## src/rtl/pc_sequencer.sv

```systemverilog
// pc_sequencer: fetch-stage program counter with prioritised next-PC
// selection (trap > redirect > return prediction > sequential step) and a
// small circular return-address stack fed by decode call/return hints.
module pc_sequencer #(
   parameter int                WIDTH        = 32,
   parameter logic [WIDTH-1:0]  RESET_VECTOR = '0,
   parameter int                STEP         = 4,
   parameter int                RAS_DEPTH    = 4
) (
   input  logic                           clk,
   input  logic                           reset_n,
   input  logic                           en,
   input  logic                           trap,
   input  logic [WIDTH-1:0]               trap_vector,
   input  logic                           load,
   input  logic [WIDTH-1:0]               target,
   input  logic                           call,
   input  logic                           ret,
   input  logic                           flush,
   output logic [WIDTH-1:0]               pc,
   output logic [WIDTH-1:0]               pc_plus_step,
   output logic [WIDTH-1:0]               ras_top,
   output logic [$clog2(RAS_DEPTH):0]     ras_count,
   output logic                           ras_empty,
   output logic                           ras_miss,
   output logic                           misaligned
);

   localparam int PW = $clog2(RAS_DEPTH);
   localparam int CW = PW + 1;

   logic [WIDTH-1:0] ras_mem [RAS_DEPTH];
   logic [PW-1:0]    wr_ptr;
   logic [PW-1:0]    top_ptr;
   logic             ras_full;
   logic             ras_act;
   logic             do_push;
   logic             do_replace;
   logic             do_pop;
   logic             miss_set;
   logic [WIDTH-1:0] pc_next;

   // Outputs derived purely from registered state
   always_comb begin
      pc_plus_step = pc + WIDTH'(STEP);
      misaligned   = (pc[1:0] != 2'b00);
      top_ptr      = wr_ptr - PW'(1);
      ras_empty    = (ras_count == '0);
      ras_full     = (ras_count == CW'(RAS_DEPTH));
      ras_top      = ras_empty ? '0 : ras_mem[top_ptr];
   end

   // Decide stack action and next PC; trap and flush both suppress RAS moves
   always_comb begin
      ras_act    = en & ~trap & ~flush;
      do_replace = ras_act & call & ret & ~ras_empty;
      do_push    = ras_act & call & ~do_replace;
      do_pop     = ras_act & ret & ~call & ~ras_empty;
      // A return that falls through to the sequential step had no prediction
      miss_set   = en & ~trap & ~load & ret & ras_empty;
      if (trap)
         pc_next = trap_vector;
      else if (load)
         pc_next = target;
      else if (ret && !ras_empty)
         pc_next = ras_top;
      else
         pc_next = pc_plus_step;
   end

   // PC and miss flag advance only when enabled
   always_ff @(posedge clk or negedge reset_n) begin
      if (!reset_n) begin
         pc       <= RESET_VECTOR;
         ras_miss <= 1'b0;
      end else if (en) begin
         pc       <= pc_next;
         ras_miss <= miss_set;
      end
   end

   // Stack pointer and occupancy; flush acts even while stalled
   always_ff @(posedge clk or negedge reset_n) begin
      if (!reset_n) begin
         wr_ptr    <= '0;
         ras_count <= '0;
      end else if (flush) begin
         wr_ptr    <= '0;
         ras_count <= '0;
      end else if (do_push) begin
         wr_ptr <= wr_ptr + PW'(1);
         if (!ras_full)
            ras_count <= ras_count + CW'(1);
      end else if (do_pop) begin
         wr_ptr    <= top_ptr;
         ras_count <= ras_count - CW'(1);
      end
   end

   // Stack storage; when full the push lands on the oldest slot
   always_ff @(posedge clk) begin
      if (do_push)
         ras_mem[wr_ptr] <= pc_plus_step;
      else if (do_replace)
         ras_mem[top_ptr] <= pc_plus_step;
   end

endmodule

```

## config.mk

```make
export PLATFORM = sky130hd
export DESIGN_NAME = pc_sequencer
export DESIGN_NICKNAME = d
export VERILOG_FILES = /design/src/rtl/pc_sequencer.sv
export SDC_FILE = /design/constraint.sdc
export NUM_CORES = 1
export LEC_CHECK = 0
export CORE_ASPECT_RATIO = 0.6
export CORE_MARGIN = 10
export CORE_UTILIZATION = 45
export CTS_BUF_LIST = sky130_fd_sc_hd__clkbuf_8
export DETAILED_ROUTE_END_ITERATION = 7
export PLACE_DENSITY_LB_ADDON = 0.15
export SKIP_CTS_REPAIR_TIMING = 1
export SLEW_MARGIN = 20
export SYNTH_ARGS = -nofsm -noshare
export SYNTH_HDL_FRONTEND = slang
export SYNTH_SLANG_ARGS = --single-unit
```

## constraint.sdc

```tcl
create_clock -name clk -period 3.3 [get_ports clk]
set_input_delay 0.495 -clock clk [delete_from_list [all_inputs] [get_ports clk]]
set_output_delay 0.495 -clock clk [all_outputs]
set_load 0.02 [all_outputs]
```

==> run metrics <==
Fmax=0.322 GHz; worst slew pin tran=952 ps; drt first pass iters=5; Async S/R FF share, synth=0.229; Worst Path Arrival=2610 ps; synthesized instance count=637; top_reg_cell synth=edfxtp_1; Leak=3.96 nW; Critical Path Source Type=flip-flop; required time of the critical path=2800 ps; Die Width=194 um; Post-Syn Area=8220 um^2; first-pass GRT wire length=41.7 mm; Antenna diodes=0; Layout Skew=9.54 ps; Crit. End Element=output pin; clock power share=0.264; slew margin rel.=0.365; I/O pins=174; fraction of the mapped netlist area in adder cells=0.00396; pin count of the biggest net entering global routing=44; nets=926; r2r endpoint=pc[23]; post-synthesis mux area share=0.0901; Critical R2R Launch=ras_count[0]; Power Internal=0.00360 W; number of vias after detailed routing=6,601; Syn. warnings=0; Synth Area in Simple Gates=0.142; antenna violations before repair=0; status=complete, no violations; initial core utilization=0.456; synth unique cells=59; switching pwr=0.00166 W; Final Power=0.00526 W; dpl hpwl=19.2 mm; Placed Cells=1,060; Sw Share=0.316; PortBufs=173; Worst Hold Class=input pin to asynchronous set/reset pin; Setup CP Type=flip-flop to output pin; Synth Area per Inst=12.9 um^2; post-synthesis compound-gate area fraction=0.109; pwr/cell area=475 nW/um^2; worst vdd ir=0.243 mV; # Max-Cap Violations=0; core area=18,000 um^2; Cell Count, Final, Fillers Out=1,105; clk sinks=166; Max Fanout on Critical Path=6; per-cell routed wire length=24.8 um; setup slack at placement=110 ps; Skew-Pair Late Insertion Delay=450 ps; Seq/Total Area, Yosys=0.583; Final Slew Violations=0; Post-Synth XOR/XNOR Area=0.0320; final setup fails=0; grt total ovfl=0; fraction of layout cells with a size suffix above 1=0.209; R2R cell count=6; global placement routability congestion=0.893; overall routing resource usage=0.222; Root Buffer=clkbuf_8; register-to-register setup slack=880 ps; Fin. Hold Viols=0; period utilization=0.941; crit path time final=3110 ps; EDFF count, synth=128; setup ws final=195 ps; Logic pwr share=0.261; Clock Pin Slew Worst Setup and Hold Paths=90 ps; DRC errors left=0; total CTS buffers=17; ANT nets after route=0; main combinational cell family by area after synthesis=simple AND/OR/NAND/NOR gates; htree depth=4; die area=24,200 um^2; total wire length=27.4 mm; Syn Nets=711; RSZ-0062 raised after global routing=true; die height=125 um; CTS tree=built; # fillers=1,425; number of synthesized register bits=166; vias in the first global route=6,717; # rows=38; Reg power frac=0.476; 1st-iter DRT viols=596; Max Root-Sink Buffers=2; Area Growth Syn to Fin=34.9%; Via density=5.97
==> cells in the final DEF, fill, tap and decap left out, types with 12 or more instances in the layout <==
master / Yosys / layout
clkdlybuf4s50_1: 0 / 155
edfxtp_1: 128 / 128
buf_4: 5 / 68
nand2_1: 58 / 58
nor2_1: 42 / 36
dfrtp_1: 38 / 35
nor2b_1: 33 / 33
mux4_2: 32 / 32
a21oi_1: 28 / 27
o21ai_0: 19 / 19
nand3_1: 18 / 18
nand2b_1: 17 / 17
clkbuf_8: 6 / 17
inv_1: 10 / 12
dlymetal6s2s_1: 0 / 12
==> cell families (layout without fill, tap and decap cells) <==
logic type,count (synthesis),after routing
flops,166,166
xor+xnor,30,30
mux,34,34
simple gates,221,221
compound gates,127,127
fa+ha+maj,2,2
buf+inv,57,285
==> registers in the layout (all words and copies together) (netlist names) <==
register and cells:
ras_miss 1, wr_ptr 2, ras_mem 128, pc 32, ras_count 3
==> per-stage QoR <==
stage / instance area [um^2] / setup TNS (ps) / util / hold slack (ps)
2_1_floorplan: 8220 / 0 / - / 199
3_3_place_gp: 10400 / 0 / 0.579 / 485
3_5_place_dp: 10400 / 0 / 0.579 / 486
4_1_cts: 10800 / -5110 / 0.599 / 191
5_1_grt: 11100 / -21.4 / 0.615 / 215
6_report: 11100 / 0 / 0.615 / 171
==> final cells by class <==
| type | count | area [um^2] | area share |
|---|---|---|---|
| clock inverters | 15 | 131 | 0.0119 |
| clock buffers | 17 | 234 | 0.0211 |
| flip-flops and latches | 166 | 4800 | 0.433 |
| multi-input cells | 414 | 3310 | 0.299 |
| repair buffers | 242 | 2260 | 0.204 |
| well taps | 240 | 300 | 0.0271 |
| inverters | 11 | 41.3 | 0.00373 |
==> worst max-delay path by stage <==
stage,from,to,slack [ps],depth (start not counted)
finish,pc[7],pc_plus_step[11],190,5
global route,pc[9],pc_plus_step[31],-20,6
CTS,pc[3],pc_plus_step[30],-400,7
global placement,pc[11],pc_plus_step[22],240,7
floorplan,ras_count[0],ras_mem[0][0],40,6
detailed placement,pc[2],pc_plus_step[30],110,7
==> power groups by stage <==
| stage | combinational, W | clock (W) | sequential (W) |
|---|---|---|---|
| finish | 0.00137 | 0.00139 | 0.00250 |
| floorplan | 0.000588 | 0 | 0.00259 |
| global route | 0.00146 | 0.00151 | 0.00251 |
| detailed placement | 0.00133 | 0 | 0.00254 |
| CTS | 0.00134 | 0.00141 | 0.00250 |
| global placement | 0.00132 | 0 | 0.00253 |
==> layer usage <==
layer / wire length, um / up-vias / GRT usage
met5: 0 / - / 0
met4: 345 / 0 / 0.0482
met3: 2870 / 29 / 0.0661
met2: 12400 / 360 / 0.336
met1: 11800 / 3356 / 0.307
li1: - / 2856 / -
==> critical path: stages (launching register included) <==
cell             delay [ps]
dfrtp_1                 500
and4_2                  330
buf_4                   140
nand3_1                 130
xnor2_2                 350
clkdlybuf4s50_1         700
==> cells in the mapped netlist (all sizes together), types with 2 or more instances <==
| library cell | n | area, um^2 |
|---|---|---|
| a21oi | 28 | 140 |
| clkbuf | 28 | 166 |
| edfxtp | 128 | 3840 |
| o2bb2ai | 6 | 52.6 |
| nor4 | 5 | 37.5 |
| nand3 | 19 | 108 |
| mux4 | 32 | 721 |
| inv | 10 | 37.5 |
| xnor2 | 16 | 140 |
| nor3b | 2 | 15.0 |
| a21o | 3 | 22.5 |
| nand4 | 6 | 67.6 |
| or3 | 7 | 43.8 |
| a221oi | 9 | 78.8 |
| mux2i | 2 | 20.0 |
| o31a | 8 | 70.1 |
| nor3 | 11 | 55.1 |
| o221ai | 5 | 43.8 |
| o21ai | 19 | 95.1 |
| nor2b | 33 | 206 |
| xor2 | 14 | 123 |
| o22ai | 11 | 68.8 |
| dfrtp | 38 | 951 |
| or2 | 4 | 25.0 |
| nand2 | 58 | 218 |
| and3 | 8 | 50.1 |
| a31oi | 10 | 62.6 |
| nor2 | 43 | 164 |
| buf | 17 | 108 |
| or4 | 2 | 22.5 |
| and4 | 4 | 35.0 |
| a221o | 10 | 100 |
| nand2b | 17 | 106 |
| o31ai | 6 | 50.1 |
| a211oi | 2 | 15.0 |
| a32o | 5 | 50.1 |
Power figures use the tool's default switching activity.
